`config.mk`:
```
export PLATFORM = sky130hd
export DESIGN_NAME = operand_b_pipe
export DESIGN_NICKNAME = d
export VERILOG_FILES = /design/src/rtl/operand_b_pipe.sv
export SDC_FILE = /design/constraint.sdc
export NUM_CORES = 1
export LEC_CHECK = 0
export CAP_MARGIN = 25
export CORE_UTILIZATION = 40
export DETAILED_ROUTE_END_ITERATION = 7
export PLACE_DENSITY = 0.68
export SYNTH_ARGS = -nofsm -noshare
export SYNTH_HDL_FRONTEND = slang
export SYNTH_SLANG_ARGS = --single-unit
```
`constraint.sdc`:
```
create_clock -name clk -period 2.2 [get_ports clk]
set_input_delay 0.44 -clock clk [delete_from_list [all_inputs] [get_ports clk]]
set_output_delay 0.44 -clock clk [all_outputs]
set_load 0.05 [all_outputs]
```
`src/rtl/operand_b_pipe.sv`:
```
`default_nettype none
// ============================================================================
// Module   : operand_b_pipe
// Purpose  : Conditions the ALU B operand (pass / invert / negate / zero) at
//            capture and buffers it through a two-entry output+skid stage
//            with valid/ready handshakes on both sides.
// Ports    : clk, rst        - clock, synchronous active-high reset
//            in_valid/ready  - upstream handshake (in_ready is registered)
//            in_b, in_mode   - raw operand, mode 00 pass/01 inv/10 neg/11 zero
//            out_valid/ready - downstream handshake
//            out_b, out_cin  - conditioned operand and adder carry-in
//            out_zero/neg    - flags of the conditioned operand
// Revision : 1.0 - initial release
// ============================================================================
module operand_b_pipe #(
  parameter int WIDTH = 32
) (
  input  logic             clk,
  input  logic             rst,
  input  logic             in_valid,
  output logic             in_ready,
  input  logic [WIDTH-1:0] in_b,
  input  logic [1:0]       in_mode,
  output logic             out_valid,
  input  logic             out_ready,
  output logic [WIDTH-1:0] out_b,
  output logic             out_cin,
  output logic             out_zero,
  output logic             out_neg
);

  localparam logic [1:0] c_MODE_PASS = 2'b00;
  localparam logic [1:0] c_MODE_INV  = 2'b01;
  localparam logic [1:0] c_MODE_NEG  = 2'b10;
  localparam logic [1:0] c_MODE_ZERO = 2'b11;

  typedef enum logic [1:0] {
    ST_EMPTY = 2'd0,
    ST_ONE   = 2'd1,
    ST_FULL  = 2'd2
  } state_e;

  state_e state_q, state_d;
  logic   in_ready_q;

  logic [WIDTH-1:0] out_b_q,  skid_b_q;
  logic             out_cin_q, skid_cin_q;
  logic             out_zero_q, skid_zero_q;
  logic             out_neg_q,  skid_neg_q;

  logic [WIDTH-1:0] w_cond_b;
  logic             w_cond_cin;
  logic             w_cond_zero;
  logic             w_cond_neg;

  logic w_in_fire;
  logic w_out_fire;
  logic w_ld_out_new;
  logic w_ld_out_skid;
  logic w_ld_skid;

  // Conditioning happens on the way in so stored entries already carry
  // their flags; negate is expressed as ~b with carry-in 1 for the adder.
  always_comb begin
    w_cond_b   = in_b;
    w_cond_cin = 1'b0;
    case (in_mode)
      c_MODE_PASS: begin
        w_cond_b   = in_b;
        w_cond_cin = 1'b0;
      end
      c_MODE_INV: begin
        w_cond_b   = ~in_b;
        w_cond_cin = 1'b0;
      end
      c_MODE_NEG: begin
        w_cond_b   = ~in_b;
        w_cond_cin = 1'b1;
      end
      c_MODE_ZERO: begin
        w_cond_b   = '0;
        w_cond_cin = 1'b0;
      end
      default: begin
        w_cond_b   = in_b;
        w_cond_cin = 1'b0;
      end
    endcase
    w_cond_zero = (w_cond_b == '0);
    w_cond_neg  = w_cond_b[WIDTH-1];
  end

  assign out_valid  = (state_q != ST_EMPTY);
  assign w_in_fire  = in_valid & in_ready_q;
  assign w_out_fire = out_valid & out_ready;

  always_comb begin
    state_d       = state_q;
    w_ld_out_new  = 1'b0;
    w_ld_out_skid = 1'b0;
    w_ld_skid     = 1'b0;
    case (state_q)
      ST_EMPTY: begin
        if (w_in_fire) begin
          w_ld_out_new = 1'b1;
          state_d      = ST_ONE;
        end
      end
      ST_ONE: begin
        if (w_in_fire && w_out_fire) begin
          w_ld_out_new = 1'b1;
        end else if (w_out_fire) begin
          state_d = ST_EMPTY;
        end else if (w_in_fire) begin
          w_ld_skid = 1'b1;
          state_d   = ST_FULL;
        end
      end
      ST_FULL: begin
        // in_ready is low here, so no capture can happen in this state.
        if (w_out_fire) begin
          w_ld_out_skid = 1'b1;
          state_d       = ST_ONE;
        end
      end
      default: begin
        state_d = ST_EMPTY;
      end
    endcase
  end

  always_ff @(posedge clk) begin
    if (rst) begin
      state_q     <= ST_EMPTY;
      in_ready_q  <= 1'b0;
      out_b_q     <= '0;
      out_cin_q   <= 1'b0;
      out_zero_q  <= 1'b0;
      out_neg_q   <= 1'b0;
      skid_b_q    <= '0;
      skid_cin_q  <= 1'b0;
      skid_zero_q <= 1'b0;
      skid_neg_q  <= 1'b0;
    end else begin
      state_q    <= state_d;
      // Registered ready: look ahead at the next state so the skid slot
      // is never overrun.
      in_ready_q <= (state_d != ST_FULL);
      if (w_ld_out_new) begin
        out_b_q    <= w_cond_b;
        out_cin_q  <= w_cond_cin;
        out_zero_q <= w_cond_zero;
        out_neg_q  <= w_cond_neg;
      end else if (w_ld_out_skid) begin
        out_b_q    <= skid_b_q;
        out_cin_q  <= skid_cin_q;
        out_zero_q <= skid_zero_q;
        out_neg_q  <= skid_neg_q;
      end
      if (w_ld_skid) begin
        skid_b_q    <= w_cond_b;
        skid_cin_q  <= w_cond_cin;
        skid_zero_q <= w_cond_zero;
        skid_neg_q  <= w_cond_neg;
      end
    end
  end

  assign in_ready = in_ready_q;
  assign out_b    = out_b_q;
  assign out_cin  = out_cin_q;
  assign out_zero = out_zero_q;
  assign out_neg  = out_neg_q;

endmodule
`default_nettype wire

```
==> impl_metrics.tcl <==
set metrics [dict create \
    rsz0062_at_grt "false" \
    rr_worst_depth 5 \
    hold_start "skid_b_q[5]" \
    ir_worst_vdd_v 0.000337 \
    placed_area_um2 4510 \
    path_class "reg -> out" \
    vias 3248 \
    whs_endpoint "skid_b_q[5]" \
    cp_num_buf_inv 1 \
    place_ws_ns -0.163 \
    diodes 0 \
    async_flop_share_pct 0 \
    intPower_uw 2210 \
    max_slew_margin_pct 66.1 \
    dieHeight_um 94.6 \
    yosysWarnings 0 \
    power_density_nw_per_um2 669 \
    pwr-share-clk_pct 32.4 \
    r2r-end "out_zero" \
    setup_ws_ns 0.214 \
    hp-class "reg -> reg" \
    power_switching_uw 937 \
    cts_root_buffer "clkbuf_8" \
    crit_chain "clkdlybuf4s50_1" \
    first_iter_violations 153 \
    yosys-top-cells-area "dfxtp_1 41%, a211oi_1 14%, mux2i_1 9.9%, nor2_1 7.7%, and3_1 5.1%" \
    grt_pass1_vias 3099 \
    area_growth_pct 37.2 \
    synth.avg_cell_area_um2 8.70 \
    drt_pass1_iterations 4 \
    synth_top_area_cell "dfxtp_1" \
    grt_overflow 0 \
    finClkSkew_ns 0.00811 \
    grt_antenna_before_repair 0 \
    ctsResizeCount 0 \
    cts_setup_buffers 0 \
    synth-seq-cells 71 \
    cp_max_fo 3 \
    syn_area_um2 3430 \
    core_um2 8260 \
    num-fill-cells 794 \
    power_leakage_uw 0.00198 \
    final_cell_mix "72 x clkdlybuf4s50_1, 71 x dfxtp_1, 70 x nor2_1" \
    layout.nets 530 \
    outcome "complete, no violations" \
    clkSinkCount 71 \
    cts_buffers 9 \
    path_clk_slew_ns 0.07 \
    htreeDepth 3 \
    cp_top_family "buffers and inverters" \
    hpwl_mm 6.34 \
    drive_gt1_share_pct 14.7 \
    die_area_um2 8950 \
    finalSetupViolations 0 \
    combPwrFrac_pct 23.7 \
    layout_commonest_cell "clkdlybuf4s50_1" \
    wire_per_inst_um 14.8 \
    fp.dieW_um 94.6 \
    io_buffers 74 \
    synth.distinct_cells 34 \
    io_pins 75 \
    fin_area_um2 4700 \
    grt_start_max_net_pins 33 \
    cts_hold_buf 0 \
    critical-path-max-stage-delay_ns 0.83 \
    totalWireLength_mm 8.86 \
    period_minus_slack_ns 1.99 \
    synthFlopType "dfxtp_1" \
    cp-end-kind "primary output" \
    p_sw_share_pct 29.8 \
    cts_buffer_depth 2 \
    fp-row-count 33 \
    gr-usage-all-layers_pct 21.2 \
    hold_viol_final 0 \
    start_util_pct 41.5 \
    netlist.area_leader.share_pct 41.5 \
    multi_input_area_um2 1810 \
    clk_latency_ns 0.33 \
    globalplace.congestion 0.878 \
    ant_nets 0 \
    final-seq-area_um2 1420 \
    route.detailed.drc 0 \
    synth_edf_count 0 \
    r2r_slack_ns 0.62 \
    slew_viol_final 0 \
    arrival_ns 1.55 \
    fmax_mhz 504 \
    pwr-share-seq_pct 43.9 \
    viasPerCell 5.41 \
    critPathRequiredTime_ns 1.76 \
    syn-instance-count 394 \
    synth_fp_nets 434 \
    maxCapViolCount 0 \
    slowest_stage "clkdlybuf4s50_1" \
    grt_pass1_wl_mm 14.9 \
    synth-seq-area-share_pct 41.5 \
    cts_tree "done" \
    fin_crit_sh_pct 90.3 \
    r2r_start "state_q[1]" \
    crit_path_start_kind "flop" \
    tightest_slew_ns 0.506 \
    hold_depth 2 \
]
worst max path at each step:
stage	startpoint	to	slack [ns]	cells after the start
6_report	out_b[31]	out_neg	0.21	1
5_1_grt	in_mode[0]	out_b[30]	0.06	9
4_1_cts	in_b[13]	skid_zero_q	0.20	7
3_5_place_dp	in_b[13]	skid_zero_q	-0.16	7
3_3_place_gp	in_b[13]	skid_zero_q	-0.10	7
2_1_floorplan	in_mode[0]	out_b[10]	0.42	10
area by class of cell:
class	count	area share, %
well taps	105	2.79
multi-input cells	280	38.5
inverters	4	0.319
clock inverters	4	0.958
flip-flops and latches	71	30.2
repair buffers	124	24.1
clock buffers	12	3.09
through the flow:
stage | TNS, ns | power (uW) | std cells | hold slack, ns | util (%)
floorplan | 0 | 1830 | 394 | 0.460 | -
global placement | -0.833 | 2140 | 584 | 0.473 | 54.6
detailed placement | -2.98 | 2160 | 584 | 0.490 | 54.6
CTS | 0 | 3170 | 600 | 0.501 | 56.9
global route | 0 | 3290 | 600 | 0.520 | 56.9
finish | 0 | 3150 | 600 | 0.500 | 56.9
cells in the mapped netlist, drive strengths merged (2+ instances only):
master,number
nand2b,3
ha,2
nand2,5
nand3b,2
o41ai,4
nor4,5
mux2i,34
nand4,9
a21oi,34
a211oi,65
inv,4
and3,28
nor2b,5
nor2,70
dfxtp,71
nor3,2
or2,2
clkbuf,25
buf,14
o2111ai,2
sequential cells by signal, summed over array words and instances, names as in the netlist:
name / cells
skid_b_q: 32
skid_zero_q: 1
in_ready: 1
out_b: 32
out_zero: 1
skid_cin_q: 1
out_cin: 1
state_q: 2
power by group through the flow:
stage	logic, uW	registers, uW	clock network [uW]
6_report	745	1380	1020
5_1_grt	803	1390	1100
4_1_cts	747	1380	1040
3_5_place_dp	743	1410	0
3_3_place_gp	733	1410	0
2_1_floorplan	264	1570	0
layer usage:
| metal | up-vias | wire length, um | global-route usage [%] |
|---|---|---|---|
| met5 | - | 0 | 0 |
| met4 | 0 | 78 | 6.57 |
| met3 | 11 | 269 | 4.11 |
| met2 | 71 | 4420 | 34.0 |
| met1 | 1524 | 4090 | 28.8 |
| li1 | 1642 | - | - |
logic make-up (layout without fill, tap and decap cells):
kind of cell               after synthesis  in the layout  share of synthesized area (%)
muxes                                   35             35                           10.3
AOI/OAI and AO/OA                      110            110                           22.2
adders and majority gates                2              2                          0.730
buffers and inverters                   43            144                           5.91
and+or+nand+nor                        133            133                           19.5
DFF                                     71             71                           41.5
Note: power is estimated with default switching activity, not from simulation.
